## config.mk

```make
export PLATFORM = sky130hd
export DESIGN_NAME = pong_frame_timer
export DESIGN_NICKNAME = d
export VERILOG_FILES = /design/src/rtl/pong_frame_timer.sv
export SDC_FILE = /design/constraint.sdc
export NUM_CORES = 1
export LEC_CHECK = 0
export ABC_AREA = 1
export CAP_MARGIN = 20
export CORE_MARGIN = 1
export CORE_UTILIZATION = 45
export DETAILED_ROUTE_END_ITERATION = 6
export GPL_TIMING_DRIVEN = 0
export PLACE_DENSITY = 0.73
export SLEW_MARGIN = 30
export SYNTH_ARGS = -nofsm -noshare
export SYNTH_HDL_FRONTEND = slang
export SYNTH_SLANG_ARGS = --single-unit
```

## constraint.sdc

```tcl
create_clock -name clock -period 2.5 [get_ports clock]
set_clock_uncertainty 0.15 [all_clocks]
set_input_delay 0.5 -clock clock [delete_from_list [all_inputs] [get_ports clock]]
set_output_delay 0.5 -clock clock [all_outputs]
set_load 0.02 [all_outputs]
```

## src/rtl/pong_frame_timer.sv

```systemverilog
// Frame-strobe prescaler plus NUM_CH programmable every-N-frames event channels.
// Optional single-frame stepping while paused is compiled in with PONG_FRAME_STEP_EN.
module pong_frame_ch #(
    parameter int PER_W          = 8,
    parameter int DEFAULT_PERIOD = 15
) (
    input  logic             clock,
    input  logic             resetn,
    input  logic             fstb,
    input  logic             wr_hit,
    input  logic [PER_W-1:0] wr_period,
    output logic             tick
);
    logic [PER_W-1:0] per_q, per_d;
    logic [PER_W-1:0] cnt_q, cnt_d;
    logic             tick_q, tick_d;

    // A write always clears the counter, so it also wins over a same-edge frame strobe.
    always_comb begin
        per_d  = per_q;
        cnt_d  = cnt_q;
        tick_d = 1'b0;
        if (wr_hit) begin
            per_d = wr_period;
            cnt_d = '0;
        end else if (fstb && per_q != '0) begin
            if (cnt_q == per_q - 1'b1) begin
                cnt_d  = '0;
                tick_d = 1'b1;
            end else begin
                cnt_d = cnt_q + 1'b1;
            end
        end
    end

    always_ff @(posedge clock) begin
        if (!resetn) begin
            per_q  <= PER_W'(DEFAULT_PERIOD);
            cnt_q  <= '0;
            tick_q <= 1'b0;
        end else begin
            per_q  <= per_d;
            cnt_q  <= cnt_d;
            tick_q <= tick_d;
        end
    end

    assign tick = tick_q;
endmodule

module pong_frame_timer #(
    parameter int CLK_HZ         = 50_000_000,
    parameter int FPS            = 60,
    parameter int NUM_CH         = 4,
    parameter int PER_W          = 8,
    parameter int DEFAULT_PERIOD = 15,
    localparam int DIV           = CLK_HZ / FPS,
    localparam int PRE_W         = $clog2(DIV),
    localparam int CH_W          = (NUM_CH > 1) ? $clog2(NUM_CH) : 1
) (
    input  logic              clock,
    input  logic              resetn,
    input  logic              enable,
    input  logic              wr_en,
    input  logic [CH_W-1:0]   wr_ch,
    input  logic [PER_W-1:0]  wr_period,
    input  logic              step,
    output logic              frame_tick,
    output logic [NUM_CH-1:0] ch_tick,
    output logic [15:0]       frame_count
);
    localparam logic [PRE_W-1:0] PRE_MAX = PRE_W'(DIV - 1);

    logic [PRE_W-1:0] pre_q, pre_d;
    logic [15:0]      frame_count_q, frame_count_d;
    logic             frame_tick_q;
    logic             step_fire;
    logic             fstb;

    always_comb begin
`ifdef PONG_FRAME_STEP_EN
        step_fire = !enable && step;
`else
        step_fire = step & 1'b0;
`endif
        fstb          = (enable && pre_q == '0) || step_fire;
        pre_d         = pre_q;
        frame_count_d = frame_count_q;
        if (fstb) begin
            pre_d         = PRE_MAX;
            frame_count_d = frame_count_q + 16'd1;
        end else if (enable) begin
            pre_d = pre_q - 1'b1;
        end
    end

    always_ff @(posedge clock) begin
        if (!resetn) begin
            pre_q         <= PRE_MAX;
            frame_count_q <= '0;
            frame_tick_q  <= 1'b0;
        end else begin
            pre_q         <= pre_d;
            frame_count_q <= frame_count_d;
            frame_tick_q  <= fstb;
        end
    end

    for (genvar c = 0; c < NUM_CH; c++) begin : g_ch
        pong_frame_ch #(
            .PER_W         (PER_W),
            .DEFAULT_PERIOD(DEFAULT_PERIOD)
        ) u_ch (
            .clock    (clock),
            .resetn   (resetn),
            .fstb     (fstb),
            .wr_hit   (wr_en && (wr_ch == CH_W'(c))),
            .wr_period(wr_period),
            .tick     (ch_tick[c])
        );
    end

    assign frame_tick  = frame_tick_q;
    assign frame_count = frame_count_q;
endmodule
```

**Word level (Yosys, flattened, before mapping)**

Cells that the tools add are included.

- Register bits after elaboration: 105
- Bits of input ports: 15
- Output and inout port bits: 21

- $add $sub $neg: 10
- Equality and inequality tests: 7
- Multiplexer cells: 8
- Bitwise logic cells: 5
- Reduce and logical (&&, ||, !) cells: 24

Operators with widths:

| cell | count |
|---|---|
| adder 8 x 1 -> 8 bit, second input constant | 4 |
| equality test 8 bit | 4 |
| two-way mux 8 bit | 4 |
| nonzero test 8 bit | 4 |
| subtractor 8 x 1 -> 8 bit, second input constant | 4 |
| logical NOT 20 bit | 1 |
| subtractor 20 x 1 -> 20 bit, second input constant | 1 |
| adder 16 x 1 -> 16 bit, second input constant | 1 |
| OR reduction 3 bit | 4 |
| OR reduction 2 bit | 5 |
| logical AND 1 bit | 9 |
| inverter 1 bit | 5 |
| equality test 2 bit, second input constant | 2 |
| two-way mux 1 bit | 4 |
| equality test 2 x 1 -> 1 bit, second input constant | 1 |
| logical NOT 2 bit | 1 |

**Longest topological paths before layout**

Gate-level depths: netlist of run 1.

- Depth in word-level cells: 5
- Depth in mapped cells: 13

**Cells and area by module**

From an unflattened synthesis of run 1, not the netlist that was laid out.

- Cells, all modules: 996
- Area, all modules: 6662.6 um^2

Modules (own cells, without submodules):

| module | instances | cells each | area an instance (um^2) | sequential area each (um^2) |
|---|---|---|---|---|
| pong_frame_ch | 4 | 167 | 1113.6 | 340.3 |
| pong_frame_timer | 1 | 328 | 2208.4 | 740.7 |

**Least setup slack after synthesis of run 1**

No wires, ideal clock.

- Kind: register to register
- Start: register pre_q[0]
- End: register g_ch[1].u_ch.cnt_q[1]
- Data arrival time: 1.485 ns
- Slack: 0.747 ns
- Cell stages (with the launch flop): 13
- Path buffers: 0
- Cell sequence: dfxtp_1 inv_1 ha_1 nand2_1 nor2_1 nand2_1 nor2_4 nand2_2 nor2_2 inv_2 nor2_2 nand2_2 nor3b_1

- Longest elaborated chain between the ends: 3

RTL lines:

| element | line | text |
|---|---|---|
| from (decl) | 74 | `logic [PRE_W-1:0] pre_q, pre_d;` |
| from (signal assigned) | 103 | `pre_q <= pre_d;` |
| logical NOT 20 bit | 86 | `fstb = (enable && pre_q == '0) \|\| step_fire;` |
| logical AND 1 bit | 86 |  |
| logical AND 1 bit | 26 | `end else if (fstb && per_q != '0) begin` |
| to (signal assigned) | 43 | `cnt_q <= cnt_d;` |
| to (decl) | 15 | `logic [PER_W-1:0] cnt_q, cnt_d;` |

No other way between the ends.
A chain may end at the register's enable or synchronous reset.

**Worst setup path after layout of run 1**

- Start: input enable
- End: register g_ch[0].u_ch.cnt_q[2]

- Longest elaborated chain between the ends: 2

RTL lines:

| element | line | text |
|---|---|---|
| from (decl) | 63 | `input logic enable,` |
| logical AND 1 bit | 86 |  |
| logical AND 1 bit | 26 |  |
| to (signal assigned) | 43 |  |
| to (decl) | 15 |  |

No other way between the ends.

==> flow_summary.toml, run 1 <==
[global_route]
grt.overflow.total = 0
grt_max_degree = 19
grt_pass1_wl_um = 22900
track_usage = 0.200
grt_pass1_vias = 4994
grt_antenna_before_repair = 0

[yosys]
syn-cell-area_um2 = 6190
synth-seq-area-share = 0.340
syn_inst = 932
yosys.area.top_type = "dfxtp_1"
syn_nets = 962
synth_common_cells = "225 x nand2_1, 137 x inv_1, 122 x nor2_1"
synth_edf_count = 0
synth_cell_types = 41
yosysWarnings = 0
synth_async_sr_flop_share = 0
synth_top_area_frac = 0.340
ys.flop_type = "dfxtp_1"
ys_ff_latch = 105
yosys.cell_count.top_type = "nand2_1"
synth.avg_cell_area_um2 = 6.64
synth.area.top_cells = "dfxtp_1 34%, nand2_1 14%, inv_1 8.3%"

[power]
p_total_uw = 3460
ir_worst_vdd_uv = 317
power_density_nw_per_um2 = 491
p_leak_uw = 0.00305

[route]
wl_per_cell_um = 12.0
drt_iter0_markers = 311
drt_first_pass_iters = 5
wirelength_um = 13800
drt.antenna.violating_nets = 0
vias = 5595
drc_errors = 0
viasPerCell = 4.84

[timing]
relSlewSlack = 0.580
fin_crit_ps = 2310
tns_ps = 0
final_max_slew_viol_count = 0
max_freq_ghz = 0.433
holdWs_ps = 317
min_period_over_period = 0.923
fin_ws_ps = 193
tightest_slew_ps = 627
hold_violations = 0
setup_viol = 0
rsz0062_at_grt = "false"

[setup_path]
crit_chain = "clkdlybuf4s50_1, nand2_1, nor2_1, nand2_1, nor2_4, nand3_1, nor2_1, nand3_1, nand2_1, nor2_1"
critPathRequiredTime_ps = 2590
critPathKind = "input pin to register"
max_stage_delay_ps = 620
worstPathMaxFanout = 7
arrival_ps = 2400
cp.buffers_inverters = 1
cpMaxStageDelayCell = "clkdlybuf4s50_1"
crit_family = "simple AND/OR/NAND/NOR gates"
worst_setup_path_start_kind = "input pin"
cp-end-kind = "register"

[clock_network]
htree_levels = 3
clk_latency_ps = 360
cts_resized = 0
cts_max_path_buffers = 2
cts_tree = "yes"
cts_sinks = 105
path_clk_slew_ps = 70
postCtsSetupRepairBufs = 0
cts_hold_buffers = 0
clockRootBuffer = "clkbuf_16"
cts_buffers = 9

[floorplan]
die_area_um2 = 14200
start_util = 0.464
core_area_um2 = 13300
io_pins = 36
num_rows = 42
die_x_um = 119
dieHeight_um = 119

[run]
maxCapViolCount = 0

[cells_and_area]
final_net_count = 1006
synthToLayoutAreaGrowth_pct = 13.8
regArea_um2 = 2100
layout-drive-gt1-share = 0.0663
multi_input_area_um2 = 3480
nFillCells = 1304
diodes = 0

[placed_design]
hpwl_um = 10600
portBuffers = 33
place_congestion = 0.897
pre_cts_slack_ps = -129

[outcome]
status = "finished clean"

[worst_hold_path]
min_path_type = "register to register"
[cell families after synthesis]
| group | count (synthesis) | synth area share |
|---|---|---|
| simple gates | 501 | 0.363 |
| buf+inv | 155 | 0.0983 |
| mux | 1 | 0.00162 |
| fa+ha+maj | 15 | 0.0303 |
| xor+xnor | 56 | 0.0793 |
| compound gates | 99 | 0.0882 |
| flops | 105 | 0.340 |
[through the flow]
step                      std cells   util  cell area [µm²]
after floorplan                 932      -             6190
after global placement         1141  0.505             6740
after detailed placement       1141  0.505             6740
after CTS                      1157  0.528             7040
after global routing           1157  0.528             7040
final                          1157  0.528             7040
[state kept, by name, indices dropped and copies added (netlist names)]
name / flops
g_ch.u_ch.per_q: 32
g_ch.u_ch.tick: 4
frame_count: 16
g_ch.u_ch.cnt_q: 32
frame_tick: 1
pre_q: 20
[power breakdown]
group	leakage (µW)	switching, µW	internal, µW
sequential	0.000852	31.5	1700
combinational	0.00205	170	101
clock	0.000148	666	787
total	0.00305	867	2590
[placed cells by master, fill, tap and decap left out, types with 11 or more instances in the layout]
master           count
nand2_1            225
inv_1              137
nor2_1             122
dfxtp_1            105
nand3_1             53
a21oi_1             41
xor2_1              39
o21ai_0             38
clkdlybuf4s50_1     33
nor3_1              27
nand4_1             20
xnor2_1             17
ha_1                15
nor2_2              14
o211ai_1            11
[worst register-to-register path, stage by stage (launching register included)]
cell     delay (ps)
dfxtp_1         310
inv_1           110
ha_1            230
nand2_1          70
nor2_1           90
nand2_1         100
nor2_4          150
nand3_1         240
nor2_1          170
nand3_1         120
nand2_1         220
nor2_1           80
[metal layers]
metal	vias to the layer above	share of wire	GRT usage
met4	0	0.017	0.0601
met5	-	0	0
li1	3018	-	-
met1	2474	0.49	0.255
met3	18	0.035	0.0426
met2	85	0.46	0.337
[final cells by class]
class,instances,share of cell area
Clock buffer,9,0.0320
Sequential cell,105,0.298
Clock inverter,7,0.0114
Inverter,140,0.0746
Multi-Input combinational cell,672,0.494
Timing Repair Buffer,33,0.0469
Tap cell,176,0.0313
Buffer,15,0.0117
[path summary, 6_finish.rpt]
check,startpoint,end,slack (ps),cells after the start
setup / recovery,enable,g_ch[0].u_ch.cnt_q[2],190,10
hold / removal,pre_q[0],pre_q[0],320,2
setup reg to reg,pre_q[0],g_ch[0].u_ch.cnt_q[2],370,11
hold reg to reg,pre_q[0],pre_q[0],320,2
Note: power is estimated with default switching activity, not from simulation.
==> inputs of run 2 (changes only) <==
- CTS_CLUSTER_SIZE: default -> 25
==> results of run 2 <==
No change in the layout: final DEF, timing and power equal those of run 1.
==> inputs of run 3 (changes only) <==
--- a/constraint.sdc
+++ b/constraint.sdc
@@ -3,3 +3,3 @@
 set_input_delay 0.5 -clock clock [delete_from_list [all_inputs] [get_ports clock]]
 set_output_delay 0.5 -clock clock [all_outputs]
-set_load 0.02 [all_outputs]
+set_load 0.005 [all_outputs]
==> results of run 3 <==
No change in the layout: final DEF, timing and power equal those of run 1.
